$ cat src/rtl/tube_r3_dma.sv
// tube_r3_dma: parasite-side DMA controller for the Tube register-3 channel.
//
// Moves a programmed block of bytes between Tube R3 and parasite memory. It
// moves one byte for each synchronised drq. Data moves fly-by: the controller
// issues the paired Tube and memory strobes, and the data bus is never routed
// through this block.
//
// Ports:
//   p_phi2     clock
//   p_rst      asynchronous active-high reset
//   cfg_sel/cfg_we/cfg_addr/cfg_wdata   CPU register write port
//   cfg_rdata  combinational register read data (decoded from cfg_addr)
//   drq        Tube R3 DMA request (asynchronous)
//   dack_b     Tube DMA acknowledge, active-low
//   p_rd_b     Tube read strobe, active-low (parasite->host)
//   p_wr_b     Tube write strobe, active-low (host->parasite)
//   bus_req    parasite bus request
//   bus_gnt    parasite bus grant
//   mem_addr   memory address (live address register)
//   mem_rd     memory read strobe
//   mem_wr     memory write strobe
//   dma_irq    terminal-count interrupt (DONE & IEN, registered)
//
// Register map: 0/1 addr lo/hi, 2/3 count lo/hi.
//   4 = ctrl: bit0 START/BUSY, bit1 DIR, bit2 IEN, bit7 DONE (write 1 to clear).
//
// Build option TUBE_DMA_BURST_EN:
//   When it is defined, bus_req is held from the first ARM until terminal
//   count or abort. Once bus_gnt has been seen in the current run, ARM waits
//   only for drq.
module tube_r3_dma #(
  parameter int ADDR_W        = 16,
  parameter int CNT_W         = 16,
  parameter int STROBE_CYCLES = 2,
  parameter int SYNC_STAGES   = 2
) (
  input  logic              p_phi2,
  input  logic              p_rst,
  input  logic              cfg_sel,
  input  logic              cfg_we,
  input  logic [2:0]        cfg_addr,
  input  logic [7:0]        cfg_wdata,
  output logic [7:0]        cfg_rdata,
  input  logic              drq,
  output logic              dack_b,
  output logic              p_rd_b,
  output logic              p_wr_b,
  output logic              bus_req,
  input  logic              bus_gnt,
  output logic [ADDR_W-1:0] mem_addr,
  output logic              mem_rd,
  output logic              mem_wr,
  output logic              dma_irq
);

  typedef enum logic [2:0] {S_IDLE, S_ARM, S_XFER, S_RECOV, S_HOLD} state_t;

  state_t                 r_state, w_state_next;
  logic [ADDR_W-1:0]      r_addr;
  logic [CNT_W-1:0]       r_count;
  logic                   r_busy, r_dir, r_ien, r_done, r_irq, r_abort_pend;
  logic [7:0]             r_cyc;
  logic [SYNC_STAGES-1:0] r_drq_sync;

  logic        w_drq_s, w_wr, w_wr_ctrl, w_start, w_abort, w_last, w_stop;
  logic        w_done_set, w_gnt_ok, w_hold_req, w_unused_ok;
  logic [15:0] w_addr16, w_count16, w_addr_wr, w_count_wr;

  assign w_drq_s     = r_drq_sync[SYNC_STAGES-1];
  assign w_wr        = cfg_sel & cfg_we;
  assign w_wr_ctrl   = w_wr && (cfg_addr == 3'd4);
  assign w_start     = w_wr_ctrl && cfg_wdata[0] && !r_busy;
  assign w_abort     = w_wr_ctrl && !cfg_wdata[0] && r_busy;
  assign w_last      = (r_count == CNT_W'(1));
  // The byte in flight always finishes. RECOV is where the run is allowed to stop.
  assign w_stop      = w_last | r_abort_pend | w_abort;
  assign w_done_set  = (w_start && (r_count == '0)) ||
                       ((r_state == S_RECOV) && w_last && !r_abort_pend && !w_abort);
  assign w_addr16    = 16'(r_addr);
  assign w_count16   = 16'(r_count);
  assign w_unused_ok = &{1'b0, cfg_wdata[6:3]};
  assign mem_addr    = r_addr;
  assign dma_irq     = r_irq;

`ifdef TUBE_DMA_BURST_EN
  logic r_gnt_seen;
  always_ff @(posedge p_phi2 or posedge p_rst) begin
    if (p_rst)                        r_gnt_seen <= 1'b0;
    else if (w_state_next == S_IDLE)  r_gnt_seen <= 1'b0;
    else if ((r_state == S_ARM) && bus_gnt) r_gnt_seen <= 1'b1;
  end
  assign w_gnt_ok   = bus_gnt | r_gnt_seen;
  assign w_hold_req = 1'b1;
`else
  assign w_gnt_ok   = bus_gnt;
  assign w_hold_req = 1'b0;
`endif

  // Byte-merge of CPU writes into the live address/count values.
  always_comb begin
    w_addr_wr  = w_addr16;
    w_count_wr = w_count16;
    if (cfg_addr == 3'd0) w_addr_wr[7:0]   = cfg_wdata;
    if (cfg_addr == 3'd1) w_addr_wr[15:8]  = cfg_wdata;
    if (cfg_addr == 3'd2) w_count_wr[7:0]  = cfg_wdata;
    if (cfg_addr == 3'd3) w_count_wr[15:8] = cfg_wdata;
  end

  always_comb begin
    cfg_rdata = 8'h00;
    case (cfg_addr)
      3'd0:    cfg_rdata = w_addr16[7:0];
      3'd1:    cfg_rdata = w_addr16[15:8];
      3'd2:    cfg_rdata = w_count16[7:0];
      3'd3:    cfg_rdata = w_count16[15:8];
      3'd4:    cfg_rdata = {r_done, 4'b0000, r_ien, r_dir, r_busy};
      default: cfg_rdata = 8'h00;
    endcase
  end

  always_ff @(posedge p_phi2 or posedge p_rst) begin
    if (p_rst) r_state <= S_IDLE;
    else       r_state <= w_state_next;
  end

  // XFER: cycle 0 drops dack_b only. Cycles 1..STROBE_CYCLES assert the strobes.
  // Because of this, dack_b and the strobes never move on the same edge.
  always_comb begin
    w_state_next = r_state;
    dack_b  = 1'b1;
    p_rd_b  = 1'b1;
    p_wr_b  = 1'b1;
    bus_req = 1'b0;
    mem_rd  = 1'b0;
    mem_wr  = 1'b0;
    case (r_state)
      S_IDLE: begin
        if (w_start && (r_count != '0)) w_state_next = S_ARM;
      end
      S_ARM: begin
        bus_req = 1'b1;
        if (w_abort)                   w_state_next = S_IDLE;
        else if (w_drq_s && w_gnt_ok)  w_state_next = S_XFER;
      end
      S_XFER: begin
        bus_req = 1'b1;
        dack_b  = 1'b0;
        if (r_cyc != 8'd0) begin
          if (r_dir) begin
            p_rd_b = 1'b0;
            mem_rd = 1'b1;
          end else begin
            p_wr_b = 1'b0;
            mem_wr = 1'b1;
          end
        end
        if (r_cyc == 8'(STROBE_CYCLES)) w_state_next = S_RECOV;
      end
      S_RECOV: begin
        bus_req = 1'b1;
        dack_b  = 1'b0;
        w_state_next = w_stop ? S_IDLE : S_HOLD;
      end
      S_HOLD: begin
        // Let the synchroniser flush the drq level from the byte just served.
        bus_req = w_hold_req;
        if (w_abort)                                w_state_next = S_IDLE;
        else if (r_cyc == 8'(SYNC_STAGES - 1))      w_state_next = S_ARM;
      end
      default: w_state_next = S_IDLE;
    endcase
  end

  always_ff @(posedge p_phi2 or posedge p_rst) begin
    if (p_rst) begin
      r_drq_sync   <= '0;
      r_cyc        <= 8'd0;
      r_addr       <= '0;
      r_count      <= '0;
      r_busy       <= 1'b0;
      r_dir        <= 1'b0;
      r_ien        <= 1'b0;
      r_done       <= 1'b0;
      r_irq        <= 1'b0;
      r_abort_pend <= 1'b0;
    end else begin
      r_drq_sync <= {r_drq_sync[SYNC_STAGES-2:0], drq};
      // The cycle counter restarts on every state change.
      r_cyc      <= (w_state_next != r_state) ? 8'd0 : r_cyc + 8'd1;

      if (r_state == S_RECOV) begin
        r_addr  <= r_addr + 1'b1;
        r_count <= r_count - 1'b1;
      end else if (w_wr && !r_busy) begin
        if (cfg_addr == 3'd0 || cfg_addr == 3'd1) r_addr  <= w_addr_wr[ADDR_W-1:0];
        if (cfg_addr == 3'd2 || cfg_addr == 3'd3) r_count <= w_count_wr[CNT_W-1:0];
      end

      if (w_wr_ctrl) begin
        r_ien <= cfg_wdata[2];
        if (!r_busy) r_dir <= cfg_wdata[1];
      end

      if (w_start && (r_count != '0))
        r_busy <= 1'b1;
      else if (((r_state == S_ARM) || (r_state == S_HOLD)) && w_abort)
        r_busy <= 1'b0;
      else if ((r_state == S_RECOV) && w_stop)
        r_busy <= 1'b0;

      if (r_state == S_RECOV)                 r_abort_pend <= 1'b0;
      else if (w_abort && (r_state == S_XFER)) r_abort_pend <= 1'b1;

      // If DONE is set and cleared on the same edge, the set takes priority.
      if (w_done_set)                      r_done <= 1'b1;
      else if (w_wr_ctrl && cfg_wdata[7])  r_done <= 1'b0;

      r_irq <= r_done & r_ien;
    end
  end

endmodule
$ cat config.mk
export PLATFORM = sky130hd
export DESIGN_NAME = tube_r3_dma
export DESIGN_NICKNAME = d
export VERILOG_FILES = /design/src/rtl/tube_r3_dma.sv
export SDC_FILE = /design/constraint.sdc
export NUM_CORES = 1
export LEC_CHECK = 0
export BUFFER_PORTS_ARGS = -buffer_cell sky130_fd_sc_hd__buf_4
export CAP_MARGIN = 15
export CORE_MARGIN = 2
export CORE_UTILIZATION = 62
export DETAILED_ROUTE_END_ITERATION = 12
export PLACE_DENSITY_LB_ADDON = 0.12
export SYNTH_ARGS = -nofsm -noshare
export SYNTH_HDL_FRONTEND = slang
export SYNTH_SLANG_ARGS = --single-unit
$ cat constraint.sdc
create_clock -name p_phi2 -period 3.73 [get_ports p_phi2]
set_input_delay 0.373 -clock p_phi2 [delete_from_list [all_inputs] [get_ports p_phi2]]
set_output_delay 0.373 -clock p_phi2 [all_outputs]
set_load 0.03 [all_outputs]
Yosys cells after proc, flatten, opt, wreduce, memory -nomap -nowiden
Index checks and enable logic that the tools add are counted.
W data, S select, Z words.
{"block": "op_classes", "add_sub_neg": 3, "n_eq_ne": 12, "mux": 39, "bitwise_logic": 5, "reduce_logical": 46}
{"cell": "$mux W16", "n": 6}
{"cell": "$mux W8", "n": 5}
{"cell": "$pmux W8 S5", "n": 1}
{"cell": "$mux W3", "n": 7}
{"cell": "$mux W1", "n": 19}
{"cell": "$reduce_bool A2 Y1", "n": 9}
{"cell": "$add A16 B1 Y16 const B", "n": 1}
{"cell": "$eq A16 B1 Y1 const B", "n": 1}
{"cell": "$logic_and A1 B1 Y1", "n": 16}
{"cell": "$logic_not A16 Y1", "n": 1}
{"cell": "$reduce_bool A16 Y1", "n": 1}
{"cell": "$sub A16 B1 Y16 const B", "n": 1}
{"cell": "$pmux W3 S5", "n": 1}
{"cell": "$eq A3 B2 Y1 const B", "n": 4}
{"cell": "$reduce_and A3 Y1", "n": 4}
{"cell": "$add A8 B1 Y8 const B", "n": 1}
{"cell": "$eq A8 B1 Y1 const B", "n": 1}
{"cell": "$eq A8 B2 Y1 const B", "n": 1}
{"cell": "$reduce_bool A8 Y1", "n": 1}
{"cell": "$eq A3 B1 Y1 const B", "n": 2}
{"cell": "$eq A3 B3 Y1 const B", "n": 2}
{"cell": "$logic_not A3 Y1", "n": 2}
{"cell": "$logic_not A1 Y1", "n": 4}
{"cell": "$logic_or A1 B1 Y1", "n": 4}
{"cell": "other kinds (8)", "n": 10}
{"block": "word_totals", "ff_bits": 51, "input_bits": 17}

Longest topological paths before layout
Gate-level depths: netlist of the first run.
{"block": "depth", "word_depth": 9, "ltp_mapped": 8, "mapped_depth_nobuf": 6}

Worst setup path before layout of the first run
Ideal clock, no wire load.
{"block": "synth_path", "kind": "register to output", "from": "register r_state[2]", "to": "output mem_wr", "t_arrival_ns": 1.765, "path_slack_ns": 1.592, "stages_incl_launch_ff": 7, "path_cell_list": "dfrtp_1 clkbuf_1 nand2b_1 nor2_1 a21boi_0 nand2b_1 inv_1"}
{"block": "synth_via", "elab_chain_len": 2}
{"element": "start: declaration", "line_no": "58", "source": "state_t r_state, w_state_next;"}
{"element": "start signal: assignment", "line_no": "123", "source": "else r_state <= w_state_next;"}
{"element": "$eq A3 B2 Y1", "line_no": "136", "source": "case (r_state)"}
{"element": "$mux W1", "line_no": "136"}
{"element": "end: declaration", "line_no": "52", "source": "output logic mem_wr,"}
Every way passes these cells.

Final worst setup path of the first run
{"block": "layout_path", "from": "register r_cyc[2]", "to": "output mem_wr"}
{"block": "layout_via", "elab_chain_len": 3}
{"element": "start: declaration", "line_no": "62", "source": "logic [7:0] r_cyc;"}
{"element": "start signal: assignment", "line_no": "189", "source": "r_cyc <= (w_state_next != r_state) ? 8'd0 : r_cyc + 8'd1;"}
{"element": "$reduce_bool A8 Y1", "line_no": "148", "source": "if (r_cyc != 8'd0) begin"}
{"element": "$mux W1", "line_no": "148"}
{"element": "$mux W1", "line_no": "136"}
Every way passes these cells.

==> run metrics, run 1 <==
crit path DAT 2.00 ns; # resized after CTS 0; worst skew pair latency 0.31 ns; # diodes 0; vias in the first global route a little under 3,000; total chip power 2820 uW; Seq/Total Area, Yosys 38.6%; Synth Cell Area between 0.003 and 0.004 mm2; largest net degree at the start of global routing 52; max_slew headroom between 30% and 40%; vias per cell 6.61; post-detailed-route wirelength per cell roughly 18 um; Post-CTS Setup Inserts 0; power per cell area 740 mW/mm2; Fmax between 400 and 500 MHz; cts bufs inserted 5; mux cell area share after synthesis roughly 7%; initial core utilization approximately 64%; port bufs 47; clock tree buffer depth 2; synth warn 0; wire length on met2 approximately 4000 um; CTS tree yes; Adder-Cell Fraction of Synth Area about 2.7%; Worst-path clk slew 0.09 ns; top cells by area, synth dfrtp_1 (39%), nor2_1 (5.8%), nand2_1 (4.5%), mux4_2 (4.1%), nand3_1 (3.0%); worst min path class in2async; Initial DRC Count 352; Horiz. Die Dim between 70 and 80 um; XOR/XNOR share of the synthesized area approximately 2.1%; crit share post-route 63.6%; Post-Synthesis Cells around 380; met3 wire length between 800 and 900 um; core area 0.00514 mm2; Worst setup SP type register; dpl cells 483; simple-gate share of the synthesized area around 27%; GR Overflow Total 0; drt drc 0; gr usage total between 30% and 40%; DR top layer met4; # hold bufs at CTS 0; LEAKAGE approximately 0.0016 uW; setup TNS 0 ns; DIE AREA 0.00593 mm2; number of synthesized flops with an enable pin 0; WL final 8960 um; status finished clean; area grow syn2layout 15.4%; endpoint class of the critical path output port; Setup Skew 0.00555 ns; via count approximately 3,300; #FFs+latches synth 51; drt first pass iters 6; antenna viol nets, final 0; min Tclk post-route 2.37 ns; Worst Path Required 3.36 ns; initial antenna violation count 0; Final Slew Violations 0; Synth Flop Type dfrtp_1; # fillers 404; largest area contributor in the netlist dfrtp_1; H-tree Lvls 2; average size of a mapped cell 8.67 um2; Die Ht 77.0 um; Final setup violation count 0; max-capacitance violation count 0; dominant combinational cell family by area after synthesis simple AND/OR/NAND/NOR gates; GPL Wtd Cong 0.901; fin cells 492; DRT met1 WL 3820 um; num ports 48; Hold Fails Final Rpt 0; syn nets roughly 410; complex-gate fraction of the synthesized area 18.9%; Max VDD drop 0.490 mV; distinct cell type count after synthesis 57; Final HPWL DP 6450 um; # rows 26; root buf cell clkbuf_8; Final #Nets 445; layout cell share with drive strength beyond 1 19.2%; clock sink count 51; asr flop ratio synth between 90% and 100%; RSZ-0062 raised after global routing false; DP Worst Slack ~1.4 ns; area share of the largest cell type after synthesis 38.6%; Worst-Margin Slew about 0.94 ns; CP max FO 5; Final WS setup 1.36 ns; first-pass GRT wire length between 10,000 and 15,000 um; Crit Path Class reg2out
worst max-delay path, stage by stage, from the launching register on:
cell and delay [ns]:
dfrtp_1 0.43, nor4_1 0.58, and2_1 0.25, a21boi_0 0.12
nand2b_1 0.11, inv_1 0.04, buf_4 0.16
stage by stage:
step	util (%)	hold slack (ns)	instance area, um2
after floorplan	-	0.331	3300
after global placement	71.8	0.345	3690
after detailed placement	71.8	0.343	3690
after CTS	73.8	0.167	3790
after global routing	74.2	0.0799	3810
final	74.2	0.0556	3810
synth_stat cells, drive strengths merged (3+ instances only):
library cell	number
dfrtp	51
nor2	51
nand2	40
nand3	21
nor3	20
o21ai	18
a21oi	17
inv	16
buf	9
nor4	9
clkbuf	8
ha	7
a311oi	6
a31oi	6
mux2i	6
mux4	6
xor2	6
a211oi	5
nand4	5
nor2b	5
o22ai	5
o31ai	5
and2	4
or4	4
a21boi	3
a22oi	3
and3	3
mux2	3
nor3b	3
o21a	3
o221a	3
o32ai	3
or2	3
area by class of cell:
type | instances | area [um2] | share of cell area, %
Multi-Input combinational cell | 297 | 1900 | 49.8
Sequential cell | 51 | 1280 | 33.5
Timing Repair Buffer | 50 | 388 | 10.2
Clock buffer | 7 | 96.3 | 2.53
Tap cell | 70 | 87.6 | 2.30
Inverter | 16 | 60.1 | 1.58
Clock inverter | 1 | 7.51 | 0.197
cells in the final DEF, fill, tap and decap left out, types with 4 or more instances in the layout:
cell,netlist,final
inv_1,15,14
a311oi_1,6,6
clkbuf_8,0,7
xor2_1,6,6
or4_1,4,4
mux2i_1,6,6
nand2_1,40,40
nor3_1,20,20
dfrtp_1,51,51
o31ai_1,5,5
nor2_1,51,51
a31oi_1,5,5
o22ai_1,5,5
mux4_2,6,6
buf_4,0,49
nand3_1,20,20
nor4_1,6,6
ha_1,7,7
a21oi_1,17,17
nor2b_1,5,5
and2_1,4,4
o21ai_0,18,18
a211oi_1,5,5
nand4_1,5,5
power by group:
part / leakage [uW] / switching (uW) / internal (uW) / total, uW
clock network: 0.0000505 / 185 / 169 / 354
logic: 0.000969 / 748 / 546 / 1290
registers: 0.000605 / 397 / 776 / 1170
total: 0.00162 / 1330 / 1490 / 2820
flip-flops by register name, indices dropped and copies added (netlist names):
name and flops:
dma_irq 1, mem_addr 16, r_abort_pend 1, r_busy 1, r_count 16, r_cyc 8
r_dir 1, r_done 1, r_drq_sync 2, r_ien 1, r_state 3
cells by family after synthesis:
logic type	Yosys count
AOI/OAI and AO/OA	89
xor gates and xnor gates	8
adders and majority gates	7
buffers and inverters	33
DFF	51
muxes	15
and+or+nand+nor	178
per-layer routing:
metal,vias to the layer above,GRT usage [%]
met5,-,0
met4,0,11.8
met3,31,6.47
met2,192,48.0
met1,1534,45.9
li1,1495,-
worst paths after layout:
kind                               start            end  slack, ns  cells past startpoint
max                             r_cyc[2]         mem_wr       1.36                      6
min                                p_rst     r_count[5]       0.06                      2
max reg2reg                       r_busy    r_count[10]       1.42                      5
min reg2reg                r_drq_sync[0]  r_drq_sync[1]       0.37                      0
max in group asynchronous          p_rst    mem_addr[7]       3.16                      3
min in group p_phi2                  drq  r_drq_sync[0]       0.17                      1
Note: power is estimated with default switching activity, not from simulation.
==> run 2: changes to the inputs <==
- CORE_UTILIZATION: 62 -> 58
- clock period: 3.73 -> 2.2 ns (I/O delays scaled with it)
==> run 2 against run 1 <==
Net effect:
- final cell count grew 3.0%
- critical path depth fell by 2
- routed wire length up 4.8%
- worst hold slack worse by 0.035 ns
- critical endpoint is now mem_addr[15]
- sequential share of layout area shrank 0.67 points
- highest routed layer unchanged
- critical path type is now reg2reg
==> run metrics, run 2 (synthesized netlist as in run 1, its figures left out) <==
status finished clean; Final #Nets 460; # rows 27; initial antenna violation count 0; worst min path class in2reg; hold_sp drq; antenna viol nets, final 0; reg2reg start mem_addr[3]; WP buf/inv 0; DIE AREA around 0.0063 mm2; FF-to-FF End mem_addr[15]; CP max FO 8; crit path cell chain nand3_1 -> nor4_1 -> a311oi_1 -> a311oi_1; cell family with the largest share of critical-path delay simple AND/OR/NAND/NOR gates; most used cell, CP a311oi_1; worst skew pair latency 0.31 ns; GR Overflow Total 0; crit share post-route 93.9%; via count 3,253; first-pass GRT wire length 15,500 um; clock tree buffer depth 2; num ports 48; H-tree Lvls 2; WL final ~9400 um; Worst Path Required 2.40 ns; Final setup violation count 0; max_slew headroom 51.4%; largest net degree at the start of global routing 52; R2R depth 4; min Tclk post-route 2.07 ns; initial core utilization between 60% and 70%; power per cell area 1230 mW/mm2; Min-Delay Endpoint r_drq_sync[0]; Fmax 484 MHz; Max VDD drop 0.714 mV; RSZ-0062 raised after global routing false; layout cell share with drive strength beyond 1 21.6%; # fillers 457; clock sink count 51; gr usage total 31.8%; # diodes 0; commonest non-fill, non-tap cell in the layout buf_4; Crit Path Class reg2reg; Post-CTS Setup Inserts 0; vias in the first global route 2,989; Die Ht 79.5 um; Final Slew Violations 0; root buf cell clkbuf_8; crit path DAT 2.26 ns; Horiz. Die Dim 79.5 um; Worst path max stage delay 0.70 ns; CP max stage cell nor4_1; setup TNS 0 ns; area grow syn2layout 17.7%; max-capacitance violation count 0; CTS tree yes; Worst-Margin Slew 0.722 ns; GPL Wtd Cong 0.946; Setup Skew 0.0122 ns; cts bufs inserted 5; R2R Setup Slk 0.13 ns; endpoint class of the critical path register; hold path cells 1; port bufs 47; Initial DRC Count 283; LEAKAGE between 0.0015 and 0.002 uW; core area ~0.0055 mm2; Worst-path clk slew 0.09 ns; post-detailed-route wirelength per cell 18.5 um; total chip power 4800 uW; commonest non-fill, non-tap cells in the layout buf_4 (65), nor2_1 (51), dfrtp_1 (51); Worst setup SP type register; vias per cell 6.42; drt first pass iters 5; drt drc 0; Final HPWL DP 7070 um; Hold Fails Final Rpt 0
==> run 2: worst max-delay path by stage <==
stage | slack (ns) | from | depth (start not counted) | end
2_1_floorplan | 0.22 | r_state[2] | 6 | mem_wr
3_3_place_gp | 0.19 | cfg_addr[0] | 6 | r_cyc[4]
3_5_place_dp | 0.18 | r_count[9] | 5 | r_done
4_1_cts | 0.05 | r_cyc[2] | 6 | mem_wr
5_1_grt | 0.02 | r_count[9] | 5 | r_done
6_report | 0.13 | mem_addr[3] | 4 | mem_addr[15]
==> run 2: through the flow <==
step	setup WS [ns]	hold slack [ns]	cells	instance area, um2	utilization (%)
detailed placement	0.175	0.331	501	3810	69.2
global placement	0.194	0.330	501	3810	69.2
CTS	0.0457	0.0172	507	3880	70.5
finish	0.135	0.0204	507	3890	70.6
floorplan	0.215	0.251	381	3300	-
global route	0.0166	0.0136	507	3890	70.6
==> run 2: per-layer routing <==
metal / share of wire, % / track usage, % / vias to the layer above
met2: 45 / 48.2 / 160
met5: 0 / 0 / -
li1: - / - / 1509
met4: 2.5 / 10.7 / 0
met3: 8.2 / 4.30 / 23
met1: 44 / 47.1 / 1561
==> run 2: power breakdown <==
group / total [uW] / internal (uW) / switching [uW] / leakage, uW
clock: 513 / 213 / 300 / 0.0000371
sequential: 1910 / 1320 / 599 / 0.000605
combinational: 2370 / 1010 / 1360 / 0.00104
total: 4800 / 2540 / 2260 / 0.00168
==> run 2: worst reg2reg max path, stage by stage, from the launching register on <==
cell and delay [ns]:
dfrtp_1 0.50, nand3_1 0.23, nor4_1 0.70, a311oi_1 0.19, a311oi_1 0.34
==> run 2: area by class of cell <==
cell class              instances  area, um2  area share [%]
clock buffers                   6       72.6            1.87
inverters                      16       60.1            1.54
multi-input cells             297       1900            48.9
flip-flops and latches         51       1280            32.8
well taps                      72       90.1            2.32
repair buffers                 65        488            12.5
==> run 2: repair_timing <==
item	CTS	global route
gates resized for setup	0	1
setup endpoints to repair	0	4
hold buffers	0	0
==> run 3: changes to the inputs <==
--- a/config.mk
+++ b/config.mk
@@ -6,4 +6,5 @@
 export NUM_CORES = 1
 export LEC_CHECK = 0
+export ABC_AREA = 1
 export BUFFER_PORTS_ARGS = -buffer_cell sky130_fd_sc_hd__buf_4
 export CAP_MARGIN = 15
==> constraint.sdc (replaced) <==
create_clock -name p_phi2 -period 2.2 [get_ports p_phi2]
set_input_delay 0.22 -clock p_phi2 [delete_from_list [all_inputs] [get_ports p_phi2]]
set_output_delay 0.22 -clock p_phi2 [all_outputs]
set_load 0.005 [all_outputs]
==> run 3 against run 2 <==
Net effect:
- the run now ends with hold timing left
- sequential power fell by 12%
- final area grew 1.8%
- fmax is 9.4% higher
- first-iteration DRC count up 13%
- area after synthesis rose by 3.9%
- setup slack gained 0.18 ns
- routed wire length rose by 0.30%
- via count up 6.0%
- largest power group is now sequential cells
==> run metrics, run 3 <==
post-detailed-route wirelength per cell between 15 and 20 um; setup TNS 0 ns; Max VDD drop 0.537 mV; commonest non-fill, non-tap cell in the layout nand2_1; port bufs 47; top cells by area, synth dfrtp_1 (37%), nand2_1 (12%), nor2_1 (7.4%), inv_1 (7.1%), nand3_1 (5.7%); Horiz. Die Dim slightly above 80 um; synth cell count leaders nand2_1 (107), nor2_1 (68), inv_1 (65); distinct cell type count after synthesis 38; most used cell, CP nand2_1; Final #Nets 557; failing checks hold timing; CTS tree yes; via count ~3,400; cell family with the largest share of critical-path delay simple AND/OR/NAND/NOR gates; Final setup violation count 0; power per cell area slightly below 1000 mW/mm2; initial antenna violation count 0; Post-CTS Setup Inserts 0; GPL Wtd Cong 0.944; Hold Fails Final Rpt 27; drt drc 0; Final Cell Area just under 0.004 mm2; CP max stage cell dfrtp_1; min Tclk post-route around 1.9 ns; antenna viol nets, final 0; Die Ht about 80 um; clock sink count 51; Crit Path Class reg2reg; num ports 48; Hold Slack -0.0210 ns; WL final 9410 um; CP max FO 8; crit path cell chain inv_1 -> ha_1 -> nand2_1 -> nor2_4 -> nand2_1 -> nand3_1 -> nand4_1 -> nand2_1 -> nand2_2 -> nor2_1; Worst-path clk slew 0.09 ns; layout cell share with drive strength beyond 1 16.1%; max-capacitance violation count 0; Worst path max stage delay 0.42 ns; largest area contributor in the netlist dfrtp_1; core area 0.00582 mm2; Final Slew Violations 0; # resized after CTS 0; clock tree buffer depth 2; drt first pass iters 6; Seq/Total Area, Yosys 37.2%; met1 usage 42.1%; first-pass GRT wire length 14,900 um; Worst setup SP type register; # hold bufs at CTS 0; met3 usage 4.56%; synth warn 0; DIE AREA 0.00655 mm2; Worst Path Required 2.44 ns; vias in the first global route 3,022; H-tree Lvls 2; asr flop ratio synth 100%; Fmax 530 MHz; LEAKAGE just under 0.002 uW; worst skew pair latency 0.31 ns; crit path DAT around 2.1 ns; met2 Usage GRT between 40% and 50%; Synth Cell Area 0.00343 mm2; Synth Flop Type dfrtp_1; top-count cell post-synth nand2_1; average size of a mapped cell approximately 7.1 um2; area grow syn2layout 15.4%; WP buf/inv 1; vias per cell about 5.7; #FFs+latches synth slightly above 50; RSZ-0062 raised after global routing false; Final HPWL DP 7120 um; Initial DRC Count 320; commonest non-fill, non-tap cells in the layout nand2_1 (107), nor2_1 (68), inv_1 (64); status finished, violations left; # rows 28; area share of the largest cell type after synthesis 37.2%; busiest layer in global routing met2; initial core utilization 59.0%; max_slew headroom 59.3%; # diodes 0; Post-DP Area between 0.003 and 0.004 mm2; root buf cell clkbuf_8; cts bufs inserted 5; number of synthesized flops with an enable pin 0; Setup Skew 0.00580 ns; crit share post-route around 86%; gr usage total between 20 and 30%; worst min path class in2async; GR Overflow Total 0; largest net degree at the start of global routing 29; syn nets 507; endpoint class of the critical path register; Worst-Margin Slew 0.610 ns; Post-Synthesis Cells 483
-- run 3: changes by cell type in the layout (fill, tap and decap cells not counted), moves of 10 or more --
cell | previous run | this run
nand2_1 | 40 | 107
inv_1 | 14 | 64
nand3_1 | 20 | 39
nor2_1 | 51 | 68
buf_4 | 65 | 49
o21ai_0 | 18 | 30
nor3_1 | 20 | 10
-- run 3: final cells by class --
| class | count | area (um2) |
|---|---|---|
| Inverter | 71 | 269 |
| Tap cell | 75 | 93.8 |
| Fill cell | 500 | 1860 |
| Sequential cell | 51 | 1280 |
| Multi-Input combinational cell | 354 | 1830 |
| Clock inverter | 1 | 30.0 |
| Timing Repair Buffer | 50 | 388 |
| Clock buffer | 6 | 72.6 |
-- run 3: logic make-up after synthesis --
group | Yosys count | synth area share (%)
compound gates | 84 | 15.6
xor+xnor | 12 | 3.06
fa+ha+maj | 7 | 2.55
buf+inv | 78 | 9.48
flops | 51 | 37.2
mux | 1 | 0.292
simple gates | 250 | 31.8
-- run 3: layer usage --
layer  share of wire (%)  vias up  wire (um)
li1                    -     1686          -
met1                  43     1570       4070
met2                  46      171       4370
met3                 8.6       20        806
met4                 1.7        0        159
met5                   0        -          0
-- run 3: worst paths after layout --
check / startpoint / end / slack (ns) / depth (start not counted)
max in group asynchronous: p_rst / mem_addr[14] / 1.68 / 3
setup / recovery: r_count[0] / r_cyc[0] / 0.31 / 10
setup reg to reg: r_count[0] / r_cyc[0] / 0.31 / 10
hold / removal: p_rst / r_drq_sync[1] / -0.02 / 2
min in group p_phi2: drq / r_drq_sync[0] / 0.01 / 1
hold reg to reg: r_drq_sync[0] / r_drq_sync[1] / 0.36 / 0
-- run 3: power breakdown --
| part | switching [uW] | total (uW) | internal [uW] |
|---|---|---|---|
| Clock | 310 | 644 | 334 |
| Combinational | 825 | 1480 | 654 |
| Sequential | 454 | 1690 | 1240 |
-- run 3: stage by stage --
step / util [%] / setup WS (ns) / std cells / hold slack, ns / total power (uW)
3_5_place_dp: 66.3 / 0.368 / 601 / 0.332 / 3150
3_3_place_gp: 66.3 / 0.447 / 601 / 0.333 / 3100
4_1_cts: 68.1 / 0.338 / 608 / 0.000779 / 3800
6_report: 68.1 / 0.313 / 608 / -0.0210 / 3810
2_1_floorplan: - / 0.637 / 483 / 0.251 / 2520
5_1_grt: 68.1 / 0.159 / 608 / 0.00487 / 4090
